==> src/rtl/mux_sel_ctrl_pkg.sv <==
// Shared Basys3 board-input constants: debounce state encoding, default timing
// parameters and the counter-width helper used by the board-input blocks.
package mux_sel_ctrl_pkg;

    localparam int unsigned DEFAULT_DEBOUNCE_CYCLES = 32'd1000000;
    localparam int unsigned DEFAULT_AUTO_PERIOD     = 32'd50000000;

    typedef enum logic [1:0] {
        STABLE_LO = 2'b00,
        WAIT_HI   = 2'b01,
        STABLE_HI = 2'b10,
        WAIT_LO   = 2'b11
    } db_state_e;

    // Counter width able to hold 0..cycles-1, never narrower than one bit.
    function automatic int unsigned cnt_width(input int unsigned cycles);
        int unsigned w;
        w = $clog2(cycles);
        if (w < 32'd1) begin
            w = 32'd1;
        end else begin
            w = w;
        end
        return w;
    endfunction

endpackage

==> src/rtl/mux_sel_ctrl_if.sv <==
// Board-side bundle of the select controller: raw inputs in, select and status out.
interface mux_sel_ctrl_if;

    logic btn;
    logic auto_en;
    logic sel;
    logic sel_pulse;
    logic btn_db;

    modport master (
        output btn,
        output auto_en,
        input  sel,
        input  sel_pulse,
        input  btn_db
    );

    modport slave (
        input  btn,
        input  auto_en,
        output sel,
        output sel_pulse,
        output btn_db
    );

endinterface

==> src/rtl/mux_sel_ctrl_btn_debounce.sv <==
// Two-flop synchronizer plus four-state debounce FSM for a bouncing pushbutton.
module btn_debounce
    import mux_sel_ctrl_pkg::*;
#(
    parameter int unsigned DEBOUNCE_CYCLES = DEFAULT_DEBOUNCE_CYCLES
) (
    input  logic clk,
    input  logic rst_n,
    input  logic btn,
    output logic btn_db
);

    localparam int unsigned     CW       = cnt_width(DEBOUNCE_CYCLES);
    localparam logic [CW-1:0]   CNT_ZERO = CW'(32'd0);
    localparam logic [CW-1:0]   CNT_ONE  = CW'(32'd1);
    localparam logic [CW-1:0]   CNT_LAST = CW'(DEBOUNCE_CYCLES - 32'd1);

    logic          sync_1_r;
    logic          sync_2_r;
    db_state_e     state_r;
    logic [CW-1:0] cnt_r;
    logic          btn_db_r;

    // Synchronizer: the only flops that see the raw button.
    always_ff @(posedge clk) begin
        if (!rst_n) begin
            sync_1_r <= 1'b0;
            sync_2_r <= 1'b0;
        end else begin
            sync_1_r <= btn;
            sync_2_r <= sync_1_r;
        end
    end

    // Debounce FSM; btn_db is registered alongside the state it decodes.
    always_ff @(posedge clk) begin
        if (!rst_n) begin
            state_r  <= STABLE_LO;
            cnt_r    <= CNT_ZERO;
            btn_db_r <= 1'b0;
        end else begin
            case (state_r)
                STABLE_LO: begin
                    cnt_r    <= CNT_ZERO;
                    btn_db_r <= 1'b0;
                    if (sync_2_r) begin
                        state_r <= WAIT_HI;
                    end else begin
                        state_r <= STABLE_LO;
                    end
                end
                WAIT_HI: begin
                    if (!sync_2_r) begin
                        state_r  <= STABLE_LO;
                        cnt_r    <= CNT_ZERO;
                        btn_db_r <= 1'b0;
                    end else if (cnt_r == CNT_LAST) begin
                        state_r  <= STABLE_HI;
                        cnt_r    <= CNT_ZERO;
                        btn_db_r <= 1'b1;
                    end else begin
                        state_r  <= WAIT_HI;
                        cnt_r    <= cnt_r + CNT_ONE;
                        btn_db_r <= 1'b0;
                    end
                end
                STABLE_HI: begin
                    cnt_r    <= CNT_ZERO;
                    btn_db_r <= 1'b1;
                    if (!sync_2_r) begin
                        state_r <= WAIT_LO;
                    end else begin
                        state_r <= STABLE_HI;
                    end
                end
                WAIT_LO: begin
                    // A return to high is a glitch: fall back without releasing btn_db.
                    if (sync_2_r) begin
                        state_r  <= STABLE_HI;
                        cnt_r    <= CNT_ZERO;
                        btn_db_r <= 1'b1;
                    end else if (cnt_r == CNT_LAST) begin
                        state_r  <= STABLE_LO;
                        cnt_r    <= CNT_ZERO;
                        btn_db_r <= 1'b0;
                    end else begin
                        state_r  <= WAIT_LO;
                        cnt_r    <= cnt_r + CNT_ONE;
                        btn_db_r <= 1'b1;
                    end
                end
                default: begin
                    state_r  <= STABLE_LO;
                    cnt_r    <= CNT_ZERO;
                    btn_db_r <= 1'b0;
                end
            endcase
        end
    end

    assign btn_db = btn_db_r;

endmodule

==> src/rtl/mux_sel_ctrl.sv <==
// 2:1 mux select controller: debounced button toggles plus optional periodic auto-toggle.
module mux_sel_ctrl
    import mux_sel_ctrl_pkg::*;
#(
    parameter int unsigned DEBOUNCE_CYCLES = DEFAULT_DEBOUNCE_CYCLES,
    parameter int unsigned AUTO_PERIOD     = DEFAULT_AUTO_PERIOD
) (
    input  logic          clk,
    input  logic          rst_n,
    mux_sel_ctrl_if.slave bus
);

    localparam int unsigned   AW        = cnt_width(AUTO_PERIOD);
    localparam logic [AW-1:0] AUTO_ZERO = AW'(32'd0);
    localparam logic [AW-1:0] AUTO_ONE  = AW'(32'd1);
    localparam logic [AW-1:0] AUTO_LAST = AW'(AUTO_PERIOD - 32'd1);

    logic          btn_db_s;
    logic          btn_db_d_r;
    logic          auto_sync_1_r;
    logic          auto_sync_2_r;
    logic [AW-1:0] auto_cnt_r;
    logic          sel_r;
    logic          sel_pulse_r;
    logic          btn_req_s;
    logic          auto_req_s;
    logic          toggle_req_s;

    btn_debounce #(
        .DEBOUNCE_CYCLES(DEBOUNCE_CYCLES)
    ) u_btn_debounce (
        .clk    (clk),
        .rst_n  (rst_n),
        .btn    (bus.btn),
        .btn_db (btn_db_s)
    );

    // Synchronizer for the slide switch.
    always_ff @(posedge clk) begin
        if (!rst_n) begin
            auto_sync_1_r <= 1'b0;
            auto_sync_2_r <= 1'b0;
        end else begin
            auto_sync_1_r <= bus.auto_en;
            auto_sync_2_r <= auto_sync_1_r;
        end
    end

    // Toggle requests: btn_db rising edge or auto-period wrap; both merge into one.
    always_comb begin
        btn_req_s    = btn_db_s & ~btn_db_d_r;
        auto_req_s   = auto_sync_2_r & (auto_cnt_r == AUTO_LAST);
        toggle_req_s = btn_req_s | auto_req_s;
    end

    // Auto period counter; any toggle restarts a full period.
    always_ff @(posedge clk) begin
        if (!rst_n) begin
            auto_cnt_r <= AUTO_ZERO;
        end else if (!auto_sync_2_r) begin
            auto_cnt_r <= AUTO_ZERO;
        end else if (toggle_req_s) begin
            auto_cnt_r <= AUTO_ZERO;
        end else begin
            auto_cnt_r <= auto_cnt_r + AUTO_ONE;
        end
    end

    // Select register, its change strobe and the btn_db edge-detect history.
    always_ff @(posedge clk) begin
        if (!rst_n) begin
            sel_r       <= 1'b0;
            sel_pulse_r <= 1'b0;
            btn_db_d_r  <= 1'b0;
        end else begin
            sel_r       <= sel_r ^ toggle_req_s;
            sel_pulse_r <= toggle_req_s;
            btn_db_d_r  <= btn_db_s;
        end
    end

    assign bus.sel       = sel_r;
    assign bus.sel_pulse = sel_pulse_r;
    assign bus.btn_db    = btn_db_s;

endmodule

==> src/flat_wrapper.sv <==
// flat-port wrapper written by rule: the top's interface ports become plain ports
module mux_sel_ctrl_flat import mux_sel_ctrl_pkg::*;
#(
    parameter int unsigned DEBOUNCE_CYCLES = DEFAULT_DEBOUNCE_CYCLES,
    parameter int unsigned AUTO_PERIOD     = DEFAULT_AUTO_PERIOD
)
  (clk, rst_n, bus_btn, bus_auto_en, bus_sel, bus_sel_pulse, bus_btn_db);
  mux_sel_ctrl_if bus_i ();
  input  logic clk;
  input  logic rst_n;
  input wire logic [$bits(bus_i.btn)-1:0] bus_btn;
  input wire logic [$bits(bus_i.auto_en)-1:0] bus_auto_en;
  output wire logic [$bits(bus_i.sel)-1:0] bus_sel;
  output wire logic [$bits(bus_i.sel_pulse)-1:0] bus_sel_pulse;
  output wire logic [$bits(bus_i.btn_db)-1:0] bus_btn_db;
  assign bus_i.btn = bus_btn;
  assign bus_i.auto_en = bus_auto_en;
  assign bus_sel = bus_i.sel;
  assign bus_sel_pulse = bus_i.sel_pulse;
  assign bus_btn_db = bus_i.btn_db;
  mux_sel_ctrl #(.DEBOUNCE_CYCLES(DEBOUNCE_CYCLES), .AUTO_PERIOD(AUTO_PERIOD)) u_core (.clk(clk), .rst_n(rst_n), .bus(bus_i));
endmodule
==> config.mk <==
export PLATFORM = sky130hd
export DESIGN_NAME = mux_sel_ctrl_flat
export DESIGN_NICKNAME = d
export VERILOG_FILES = /design/src/rtl/mux_sel_ctrl_pkg.sv /design/src/rtl/mux_sel_ctrl_if.sv /design/src/rtl/mux_sel_ctrl_btn_debounce.sv /design/src/rtl/mux_sel_ctrl.sv /design/src/flat_wrapper.sv
export SDC_FILE = /design/constraint.sdc
export NUM_CORES = 1
export LEC_CHECK = 0
export BUFFER_PORTS_ARGS = -buffer_cell sky130_fd_sc_hd__buf_2
export CELL_PAD_IN_SITES_DETAIL_PLACEMENT = 1
export CELL_PAD_IN_SITES_GLOBAL_PLACEMENT = 2
export CORE_MARGIN = 2
export CORE_UTILIZATION = 40
export DETAILED_ROUTE_END_ITERATION = 7
export PLACE_DENSITY_LB_ADDON = 0.1
export REMOVE_ABC_BUFFERS = 1
export SYNTH_ARGS = -nofsm -noshare
export SYNTH_HDL_FRONTEND = slang
export SYNTH_HIERARCHICAL = 1
export SYNTH_SLANG_ARGS = --single-unit
==> constraint.sdc <==
create_clock -name clk -period 3.4 [get_ports clk]
set_clock_uncertainty 0.05 [all_clocks]
set_input_delay 0.68 -clock clk [delete_from_list [all_inputs] [get_ports clk]]
set_output_delay 0.68 -clock clk [all_outputs]
set_load 0.005 [all_outputs]
# Word-level counts from Yosys, hierarchy flattened
# Cells that the tools add are included.
dict set report totals {
  reg_bits 56
  inputBits 4
  out_inout_bits 3
  word_cells 44
}
dict set report op_classes {
  addsub 2
  eq_ne 5
  n_mux 16
  bitwise_logic 7
  reduce_logical 3
}
# cell count
set op_table {}
lappend op_table {{20-bit two-way mux} 3}
lappend op_table {{20-bit case mux with 3 select lines} 1}
lappend op_table {{26-bit by 1-bit adder with 26-bit output (second input constant)} 1}
lappend op_table {{26-bit equality test (second input constant)} 1}
lappend op_table {{20-bit by 1-bit adder with 20-bit output (second input constant)} 1}
lappend op_table {{20-bit equality test (second input constant)} 1}
lappend op_table {{2-bit two-way mux} 4}
lappend op_table {{2-bit case mux with 4 select lines} 1}
lappend op_table {{1-bit two-way mux} 6}
lappend op_table {{2-bit equality test (second input constant)} 2}
lappend op_table {{1-bit case mux with 4 select lines} 1}
lappend op_table {{1-bit inverter} 3}
lappend op_table {{3-bit OR reduction} 1}
lappend op_table {{1-bit bitwise AND} 2}
lappend op_table {{2-bit by 1-bit equality test with 1-bit output (second input constant)} 1}
lappend op_table {{2-bit zero test} 1}
lappend op_table {{2-bit OR reduction} 1}
lappend op_table {{1-bit OR} 1}
lappend op_table {{1-bit XOR} 1}

# Longest topological paths before layout
# Gate-level depths: netlist of run 1.
dict set report depth {
  ltp_word 4
  depth_mapped 7
  mapped_depth_nobuf 5
}

# Hierarchy
# The synthesis of run 1 kept the hierarchy.
# mod n_inst cells_each area_each_um2 seq_area_each_um2
set by_module_without_submodules {}
lappend by_module_without_submodules {mux_sel_ctrl 1 159 1400.1 620.6}
lappend by_module_without_submodules {btn_debounce 1 117 1028.5 480.5}

# Worst setup path before layout of run 1
# OpenSTA, ideal clock, no wires.
dict set report synth_path {
  kind {register -> register}
  startpoint {register u_core.u_btn_debounce.cnt_r[6]}
  endpoint {register u_core.u_btn_debounce.state_r[0]}
  arrival_time_ns 1.753
  t_required_ns 3.235
  setup_slack_ns 1.482
  path_stages_with_launch 5
  cell_sequence {dfxtp_1 or4b_1 or4_1 or3_1 and3_1}
}
dict set report synth_between {
  elab_chain_cells 4
}
# element line_no
set synth_lines {}
lappend synth_lines {{start, declared} mux_sel_ctrl_btn_debounce.sv:21} ;# logic [CW-1:0] cnt_r;
lappend synth_lines {{start signal, assigned} mux_sel_ctrl_btn_debounce.sv:63} ;# cnt_r <= cnt_r + CNT_ONE;
lappend synth_lines {{start signal, assigned} mux_sel_ctrl_btn_debounce.sv:88} ;# cnt_r <= cnt_r + CNT_ONE;
lappend synth_lines {{20-bit equality test *} {mux_sel_ctrl_btn_debounce.sv:57, mux_sel_ctrl_btn_debounce.sv:82}}
lappend synth_lines {{2-bit two-way mux (on tied branches)} {mux_sel_ctrl_btn_debounce.sv:82, mux_sel_ctrl_btn_debounce.sv:57}}
lappend synth_lines {{2-bit two-way mux (on tied branches)} {mux_sel_ctrl_btn_debounce.sv:78, mux_sel_ctrl_btn_debounce.sv:53}}
lappend synth_lines {{2-bit case mux with 4 select lines *} mux_sel_ctrl_btn_debounce.sv:42} ;# case (state_r)
lappend synth_lines {{end signal, assigned} mux_sel_ctrl_btn_debounce.sv:58} ;# state_r <= STABLE_HI;
lappend synth_lines {{end signal, assigned} mux_sel_ctrl_btn_debounce.sv:79} ;# state_r <= STABLE_HI;
lappend synth_lines {{end signal, assigned} mux_sel_ctrl_btn_debounce.sv:83} ;# state_r <= STABLE_LO;
lappend synth_lines {{end, declared} mux_sel_ctrl_btn_debounce.sv:20} ;# db_state_e state_r;
# Mark *: on every way between the ends. The rest lies on a longest branch, timed or not.
# A chain may end at the register's enable or synchronous reset.

# Worst setup path after layout of run 1
dict set report layout_path {
  startpoint {register u_core.auto_cnt_r[11]}
  endpoint {register u_core.auto_cnt_r[10]}
}
dict set report layout_between {
  elab_chain_cells 4
}
# element line_no
set layout_lines {}
lappend layout_lines {{start, declared} mux_sel_ctrl.sv:22} ;# logic [AW-1:0] auto_cnt_r;
lappend layout_lines {{start signal, assigned} mux_sel_ctrl.sv:65} ;# auto_cnt_r <= auto_cnt_r + AUTO_ONE;
lappend layout_lines {{26-bit equality test} mux_sel_ctrl.sv:52} ;# auto_req_s = auto_sync_2_r & (auto_cnt_r == AUTO_LAST);
lappend layout_lines {{1-bit bitwise AND} mux_sel_ctrl.sv:52}
lappend layout_lines {{1-bit OR} mux_sel_ctrl.sv:53} ;# toggle_req_s = btn_req_s | auto_req_s;
lappend layout_lines {{3-bit OR reduction (no line)} -}
# Every way passes these cells.

==> results of run 1 <==
[cells by family after synthesis]
kind of cell,share of synthesized area
AOI/OAI and AO/OA,0.0922
muxes,0.00824
xor gates and xnor gates,0.0938
buffers and inverters,0.0330
and+or+nand+nor,0.309
adders and majority gates,0.0103
DFF,0.453
[layout by cell type (no fill, tap or decap), drive strengths merged, types with 5 or more instances in the layout]
| master | Yosys | final |
|---|---|---|
| or4 | 14 | 14 |
| nor3 | 7 | 7 |
| nor2 | 32 | 32 |
| o21ai | 9 | 9 |
| nand2 | 18 | 18 |
| nand4 | 12 | 12 |
| xnor2 | 17 | 17 |
| and2 | 5 | 5 |
| o31ai | 7 | 7 |
| or3 | 12 | 12 |
| a21oi | 16 | 16 |
| clkbuf | 2 | 6 |
| nor4 | 6 | 6 |
| dfxtp | 55 | 55 |
| inv | 10 | 11 |
| buf | 6 | 8 |
| xor2 | 9 | 9 |
| nand3 | 16 | 16 |
[power by group through the flow]
stage | logic (mW) | clock network (mW) | registers (mW)
finish | 0.0104 | 0.464 | 0.648
global route | 0.0117 | 0.503 | 0.649
CTS | 0.0106 | 0.480 | 0.648
detailed placement | 0.0106 | 0 | 0.663
global placement | 0.0104 | 0 | 0.663
floorplan | 0.00511 | 0 | 0.663
[worst max-delay path: cells and delay by family, from the launching register on]
family                 cells  cell delay (ps)
AO/OA/AOI/OAI              1              290
buffers and inverters      1              310
AND/OR/NAND/NOR            3             1120
flip-flops                 1              380
[cells in the mapped netlist (9+ instances only)]
cell type  count  area, µm²
nand2_1       18       67.6
a21oi_1       15       75.1
xnor2_1       17        149
nor2_1        32        120
o21ai_0        9       45.0
or4_1         11       82.6
nand4_1       12       75.1
inv_1         10       37.5
or3_1         12       75.1
dfxtp_1       55       1100
xor2_1         9       78.8
nand3_1       15       75.1
[sequential cells by signal, indices dropped and copies added (netlist names)]
name / cells
u_core/u_btn_debounce/sync_1_r: 1
u_core/auto_sync_1_r: 1
u_core/btn_db_d_r: 1
u_core/u_btn_debounce/sync_2_r: 1
u_core/auto_sync_2_r: 1
u_core/u_btn_debounce/cnt_r: 20
u_core/bus.sel: 1
u_core/bus.sel_pulse: 1
u_core/auto_cnt_r: 26
u_core/u_btn_debounce/state_r: 2
[per-layer routing]
layer / vias to the layer above / track usage / share of wire
met3: 5 / 0.0374 / 0.014
met5: - / 0 / 0
met1: 957 / 0.210 / 0.49
met4: 0 / 0.0550 / 0.011
met2: 9 / 0.294 / 0.49
li1: 998 / - / -
[area by class of cell]
type / count / area, µm²
Inverter: 10 / 37.5
Timing Repair Buffer: 8 / 45.0
Multi-Input combinational cell: 203 / 1250
Clock inverter: 2 / 38.8
Tap cell: 75 / 93.8
Fill cell: 718 / 3240
Sequential cell: 55 / 1100
Clock buffer: 6 / 82.6
[through the flow]
step | utilization | total power [mW] | instance area, µm² | instances | setup slack (ps)
3_5_place_dp | 0.429 | 0.674 | 2520 | 351 | 1120
6_report | 0.450 | 1.12 | 2650 | 359 | 1130
5_1_grt | 0.450 | 1.16 | 2650 | 359 | 1000
3_3_place_gp | 0.429 | 0.673 | 2520 | 351 | 1180
4_1_cts | 0.450 | 1.14 | 2650 | 359 | 1110
2_1_floorplan | - | 0.668 | 2390 | 268 | 1030
[how the worst min path moves through the flow]
stage / depth (start not counted) / to / start / slack (ps)
2_1_floorplan: 1 / u_core/u_btn_debounce/sync_2_r / u_core/u_btn_debounce/sync_1_r / 360
3_3_place_gp: 1 / u_core/u_btn_debounce/sync_2_r / u_core/u_btn_debounce/sync_1_r / 360
3_5_place_dp: 1 / u_core/auto_sync_2_r / u_core/auto_sync_1_r / 380
4_1_cts: 1 / u_core/auto_sync_2_r / u_core/auto_sync_1_r / 410
5_1_grt: 1 / u_core/u_btn_debounce/sync_2_r / u_core/u_btn_debounce/sync_1_r / 410
6_report: 1 / u_core/auto_sync_2_r / u_core/auto_sync_1_r / 410
==> metrics.md, run 1 <==
| Metric | Value |
|---|---|
| Syn_area_per_cell | `8.80 µm²` |
| Row cnt | `28` |
| CP max stage cell | `or4b_1` |
| Crit path required time | `3550 ps` |
| Overflow after GRT | `0` |
| Die Y | `81.9 µm` |
| Antenna cells | `0` |
| WP data arrival | `2420 ps` |
| Switching Share | `0.204` |
| Drt wl/cell | `14.5 µm` |
| Count of buffers from port buffering | `6` |
| Synthesized flop and latch total | `55` |
| Reg2reg setup slack | `1130 ps` |
| Initial Util | `0.413` |
| Number of remaining DRC errors | `0` |
| Area delta synth->final | `8.96%` |
| Hold crit path type | `flip-flop to flip-flop` |
| Total wire length | `5200 µm` |
| Worst Path Max Fanout | `21` |
| Setup tns final | `0 ps` |
| Final hold slack | `407 ps` |
| Netlist cell types | `38` |
| Fin crit period | `2270 ps` |
| RSZ-0062 raised after global routing | `no` |
| Setup Fix Bufs, Post-CTS | `0` |
| Post-route ant nets | `0` |
| Crit path from | `u_core/auto_cnt_r[11]` |
| Total GRT Usage | `0.171` |
| Vias in the first global route | `1,900` |
| Maximum vdd drop | `167 µV` |
| Layout cells sized above 1 | `0.0845` |
| Global-route wire length before repair | `8830 µm` |
| Clock latency on the worst-skew pair | `310 ps` |
| EDFF count, synth | `0` |
| Hold Fails Final Rpt | `0` |
| Pin count of the biggest net entering global routing | `22` |
| Sw Pwr | `229 µW` |
| Root Driver | `clkbuf_8` |
| Comb power frac | `0.009` |
| Vias per inst | `5.48` |
| Ys Warns | `6` |
| Capturing element type of the critical path | `flip-flop` |
| Pins Over Slew Limit | `0` |
| Placer Congestion | `0.732` |
| Worst Setup Path Type | `flip-flop to flip-flop` |
| CTS max path bufs | `2` |
| CP Launch Type | `flip-flop` |
| 1st-pass router iterations | `4` |
| Total CTS buffers | `5` |
| Placeable Area | `5890 µm²` |
| FMAX | `0.441 GHz` |
| Die span in x | `81.9 µm` |
| First DRT Iteration DRCs | `68` |
| FF-to-FF End | `u_core/auto_cnt_r[10]` |
| Critical path capture point | `u_core/auto_cnt_r[10]` |
| Cell Pwr Density | `424 nW/µm²` |
| Reg2reg start | `u_core/auto_cnt_r[11]` |
| MaxCap Viol Count | `0` |
| Slew @ Worst Pin | `525 ps` |
| Int Power | `893 µW` |
| Max incr delay on CP | `540 ps` |
| Top FF cell, synth | `dfxtp_1` |
| Async SR Flop Fraction | `0` |
| Final period util | `0.667` |
| Post-CTS Resized | `0` |
| Via Count | `1,969` |
| # setup viols final | `0` |
| Synth Instances | `276` |
| H-tree depth | `2` |
| Rel. slew slack | `0.647` |
| Outcome | `complete, no violations` |
| Worst reg2reg path depth | `5` |
| DP Wirelength | `3790 µm` |
| Netlist area before placement | `2430 µm²` |
| CTS tree | `built` |
| Worst-path clk slew | `100 ps` |
| Die area | `6710 µm²` |
| # clock sinks | `55` |
| Top Ports | `7` |
| Nets | `289` |
| CP cell instances | `or4b_1, nor4_1, a21o_1, buf_4, nor2_1` |
| Clk pwr share | `0.413` |
| Flop pwr share | `0.578` |
| Sequential area share after synthesis | `0.453` |
| Post-CTS Hold Fix Bufs | `0` |
| Pleak | `0.760 nW` |
| Initial antenna violation count | `0` |
No activity file was read; power rests on OpenSTA's default activity.
==> run 2, diff against run 1 <==
- ABC_AREA: default -> 1
- CORE_UTILIZATION: 40 -> 33
- clock period: 3.4 -> 1.9 ns (I/O delays scaled with it)
==> run 2 against run 1 <==
Compared with the run above: clock-buffer cell count stayed put; sequential share of layout area is 6.8 points lower; synthesized area is 19% higher; first-iteration DRC count is 50% lower; clock power up 40%; critical endpoint is now u_core/auto_cnt_r[17]; sequential cell count unchanged; register-to-register slack lost 920 ps; largest cell class unchanged; via count up 20%; critical path type unchanged; maximum frequency is 35% higher; global-route usage down 2.3 points; hold slack lost 210 ps; sequential power is 79% higher.
==> metrics.md, run 2 <==
| Metric | Value |
|---|---|
| Outcome | `complete, no violations (unchanged)` |
| Cell with the most instances after synthesis | `nand2_1 (was dfxtp_1)` |
| Pins Over Slew Limit | `0 (unchanged)` |
| Number of remaining DRC errors | `0 (unchanged)` |
| Most common cell on crit path | `nor2_1` |
| Synthesized flop and latch total | `55 (unchanged)` |
| Mux cell area share after synthesis | `0 (was 0.00824)` |
| Placer Congestion | `0.697 (was 0.732)` |
| Row cnt | `34 (was 28)` |
| Comb power frac | `0.014 (was 0.009)` |
| Initial antenna violation count | `0 (unchanged)` |
| Max reg flops | `26 (unchanged)` |
| Slew @ Worst Pin | `295 ps (was 525 ps)` |
| Flop pwr share | `0.632 (was 0.578)` |
| Async SR Flop Fraction | `0 (unchanged)` |
| Total wire length | `6480 µm (was 5200 µm)` |
| Die span in x | `97.8 µm (was 81.9 µm)` |
| Final hold slack | `194 ps (was 407 ps)` |
| Post-CTS Hold Fix Bufs | `0 (unchanged)` |
| MaxCap Viol Count | `0 (unchanged)` |
| Total Power | `1.84 mW (was 1.12 mW)` |
| Global-route wire length before repair | `11,500 µm (was 8830 µm)` |
| Final Util | `0.366 (was 0.450)` |
| Final instance area | `3160 µm² (was 2650 µm²)` |
| Switching Share | `0.223 (was 0.204)` |
| Cell Pwr Density | `581 nW/µm² (was 424 nW/µm²)` |
| Top FF cell, synth | `dfxtp_1 (unchanged)` |
| Final period util | `0.887 (was 0.667)` |
| Antenna cells | `0 (unchanged)` |
| Count of buffers from port buffering | `6 (unchanged)` |
| Worst Path Max Fanout | `12 (was 21)` |
| CP Launch Type | `flip-flop (unchanged)` |
| Final worst-path setup slack | `215 ps (was 1130 ps)` |
| Syn_area_per_cell | `7.27 µm² (was 8.80 µm²)` |
| Clock latency on the worst-skew pair | `310 ps (about the same)` |
| Layout cells sized above 1 | `0.196 (was 0.0845)` |
| Via Count | `2,358 (was 1,969)` |
| Synth area leaders | `dfxtp_1 38%, nand2_1 12%, nor2_2 8.6% (was dfxtp_1 45%, xnor2_1 6.1%, nor2_1 4.9%)` |
| Nets | `418 (was 289)` |
| Ys Warns | `6 (unchanged)` |
| RSZ-0062 raised after global routing | `no (unchanged)` |
| Initial Util | `0.336 (was 0.413)` |
| # setup viols final | `0 (unchanged)` |
| Pin count of the biggest net entering global routing | `21 (was 22)` |
| Area delta synth->final | `8.97% (was 8.96%)` |
| Pre-CTS setup slack | `225 ps (was 1120 ps)` |
| Overflow after GRT | `0 (unchanged)` |
| Capturing element type of the critical path | `flip-flop (unchanged)` |
| Total GRT Usage | `0.147 (was 0.171)` |
| Drt wl/cell | `12.4 µm (was 14.5 µm)` |
| Family with the most delay on the worst path | `simple AND/OR/NAND/NOR gates (unchanged)` |
| Vias per inst | `4.53 (was 5.48)` |
| Maximum vdd drop | `234 µV (was 167 µV)` |
| Footprint of the multi-input gates | `1530 µm² (was 1250 µm²)` |
| Commonest non-fill, non-tap cell in the layout | `nand2_1 (was dfxtp_1)` |
| EDFF count, synth | `0 (unchanged)` |
| Commonest cells after routing, fill and taps aside | `95 x nand2_1, 55 x dfxtp_1, 53 x inv_1, 50 x nor2_1, 40 x nor2_2 (was 55 x dfxtp_1, 32 x nor2_1, 18 x nand2_1, 17 x xnor2_1)` |
| Vias in the first global route | `2,474 (was 1,900)` |
| Regs by FF count | `u_core/auto_cnt_r x26, u_core/u_btn_debounce/cnt_r x20, u_core/u_btn_debounce/state_r x2 (unchanged)` |
| Total CTS buffers | `5 (unchanged)` |
| Fin crit period | `1690 ps (was 2270 ps)` |
| Max incr delay on CP | `390 ps (was 540 ps)` |
| Post-synth top area share | `0.379 (was 0.453)` |
| Simple-Gate Fraction of Synth Area | `0.427 (was 0.309)` |
| Setup Fix Bufs, Post-CTS | `0 (unchanged)` |
| CTS tree | `built (unchanged)` |
| Setup tns final | `0 ps (unchanged)` |
| Most frequent cells after synthesis | `95 x nand2_1, 55 x dfxtp_1, 53 x inv_1 (was 55 x dfxtp_1, 32 x nor2_1, 18 x nand2_1)` |
| Largest register by flop count | `u_core/auto_cnt_r (unchanged)` |
| CTS max path bufs | `2 (unchanged)` |
| Netlist cell types | `25 (was 38)` |
| Hold Fails Final Rpt | `0 (unchanged)` |
| First DRT Iteration DRCs | `34 (was 68)` |
| WP data arrival | `1850 ps (was 2420 ps)` |
| # clock sinks | `55 (unchanged)` |
| Placeable Area | `8640 µm² (was 5890 µm²)` |
| CP bufs+invs | `2 (was 1)` |
| Die Y | `97.8 µm (was 81.9 µm)` |
| H-tree depth | `2 (unchanged)` |
| Worst-path clk slew | `100 ps (about the same)` |
| Post-synthesis adder-cell area fraction | `0.00862 (was 0.0103)` |
| Clk pwr share | `0.354 (was 0.413)` |
| Post-Layout Cell Count | `521 (was 359)` |
| FMAX | `0.593 GHz (was 0.441 GHz)` |
| Sw Pwr | `409 µW (was 229 µW)` |
| Compound-Gate Fraction of Synth Area | `0.0112 (was 0.0922)` |
| Netlist area before placement | `2900 µm² (was 2430 µm²)` |
| DP Wirelength | `5180 µm (was 3790 µm)` |
| Crit path required time | `2060 ps (was 3550 ps)` |
| Post-CTS Resized | `0 (unchanged)` |
| Largest family of logic cells by synthesized area | `simple AND/OR/NAND/NOR gates (unchanged)` |
| Root Driver | `clkbuf_8 (unchanged)` |
| FF+latch area | `1100 µm² (unchanged)` |
| Sequential area share after synthesis | `0.379 (was 0.453)` |
| # fillers | `1,103 (was 718)` |
| CP cell instances | `ha_1, nand3_2, inv_2, nand2_1, nor2_1, nand2_2, nand4_4, buf_12, nor2_1 (was or4b_1, nor4_1, a21o_1, buf_4, nor2_1)` |
| Top Ports | `7 (unchanged)` |
| Area leader, netlist | `dfxtp_1 (unchanged)` |
| Synth Instances | `399 (was 276)` |
| Placed cell count | `513 (was 351)` |
| Worst Setup Path Type | `flip-flop to flip-flop (unchanged)` |
| Int Power | `1.43 mW (was 893 µW)` |
| Pleak | `1.05 nW (was 0.760 nW)` |
| CP max stage cell | `dfxtp_1 (was or4b_1)` |
| Post-route ant nets | `0 (unchanged)` |
| XOR/XNOR Fraction of Synth Area | `0.0815 (was 0.0938)` |
| Area post-placement | `3080 µm² (was 2520 µm²)` |
| Hold crit path type | `primary input to flip-flop (was flip-flop to flip-flop)` |
| Die area | `9560 µm² (was 6710 µm²)` |
| 1st-pass router iterations | `4 (unchanged)` |
| Rel. slew slack | `0.802 (was 0.647)` |
run 2: area by class of cell:
cell class,instances,share of cell area
tap,108,0.0427
timing repair buffer,10,0.0309
inverter,56,0.0665
clock inverter,2,0.00396
multi-input combinational,284,0.485
sequential,55,0.348
clock buffer,6,0.0230
run 2: cell families after synthesis:
kind of cell,count (synthesis)
simple gates,249
buf+inv,60
xor+xnor,27
compound gates,6
flops,55
fa+ha+maj,2
run 2: tightest hold or removal path, cell delays in order:
cell,delay [ps]
buf_2,80
nand2_1,40
inv_1,40
run 2: routing by layer:
| layer | vias up | share of wire | track usage |
|---|---|---|---|
| met1 | 1096 | 0.44 | 0.174 |
| met4 | 0 | 0.0097 | 0.0385 |
| met5 | - | 0 | 0 |
| li1 | 1245 | - | - |
| met3 | 5 | 0.018 | 0.0236 |
| met2 | 12 | 0.53 | 0.277 |
run 2: path summary, 6_finish.rpt:
check | slack, ps | cells past startpoint | startpoint | to
setup reg to reg | 210 | 9 | u_core/auto_cnt_r[0] | u_core/auto_cnt_r[17]
hold / removal | 190 | 3 | bus_auto_en | u_core/auto_sync_1_r
setup / recovery | 210 | 9 | u_core/auto_cnt_r[0] | u_core/auto_cnt_r[17]
hold reg to reg | 360 | 2 | u_core/u_btn_debounce/sync_1_r | u_core/u_btn_debounce/sync_2_r
run 2: power groups by stage:
stage / clock (mW) / combinational, mW / sequential, mW
2_1_floorplan: 0 / 0.0122 / 1.19
3_3_place_gp: 0 / 0.0261 / 1.19
3_5_place_dp: 0 / 0.0264 / 1.19
4_1_cts: 0.683 / 0.0265 / 1.16
5_1_grt: 0.738 / 0.0295 / 1.16
6_report: 0.650 / 0.0255 / 1.16
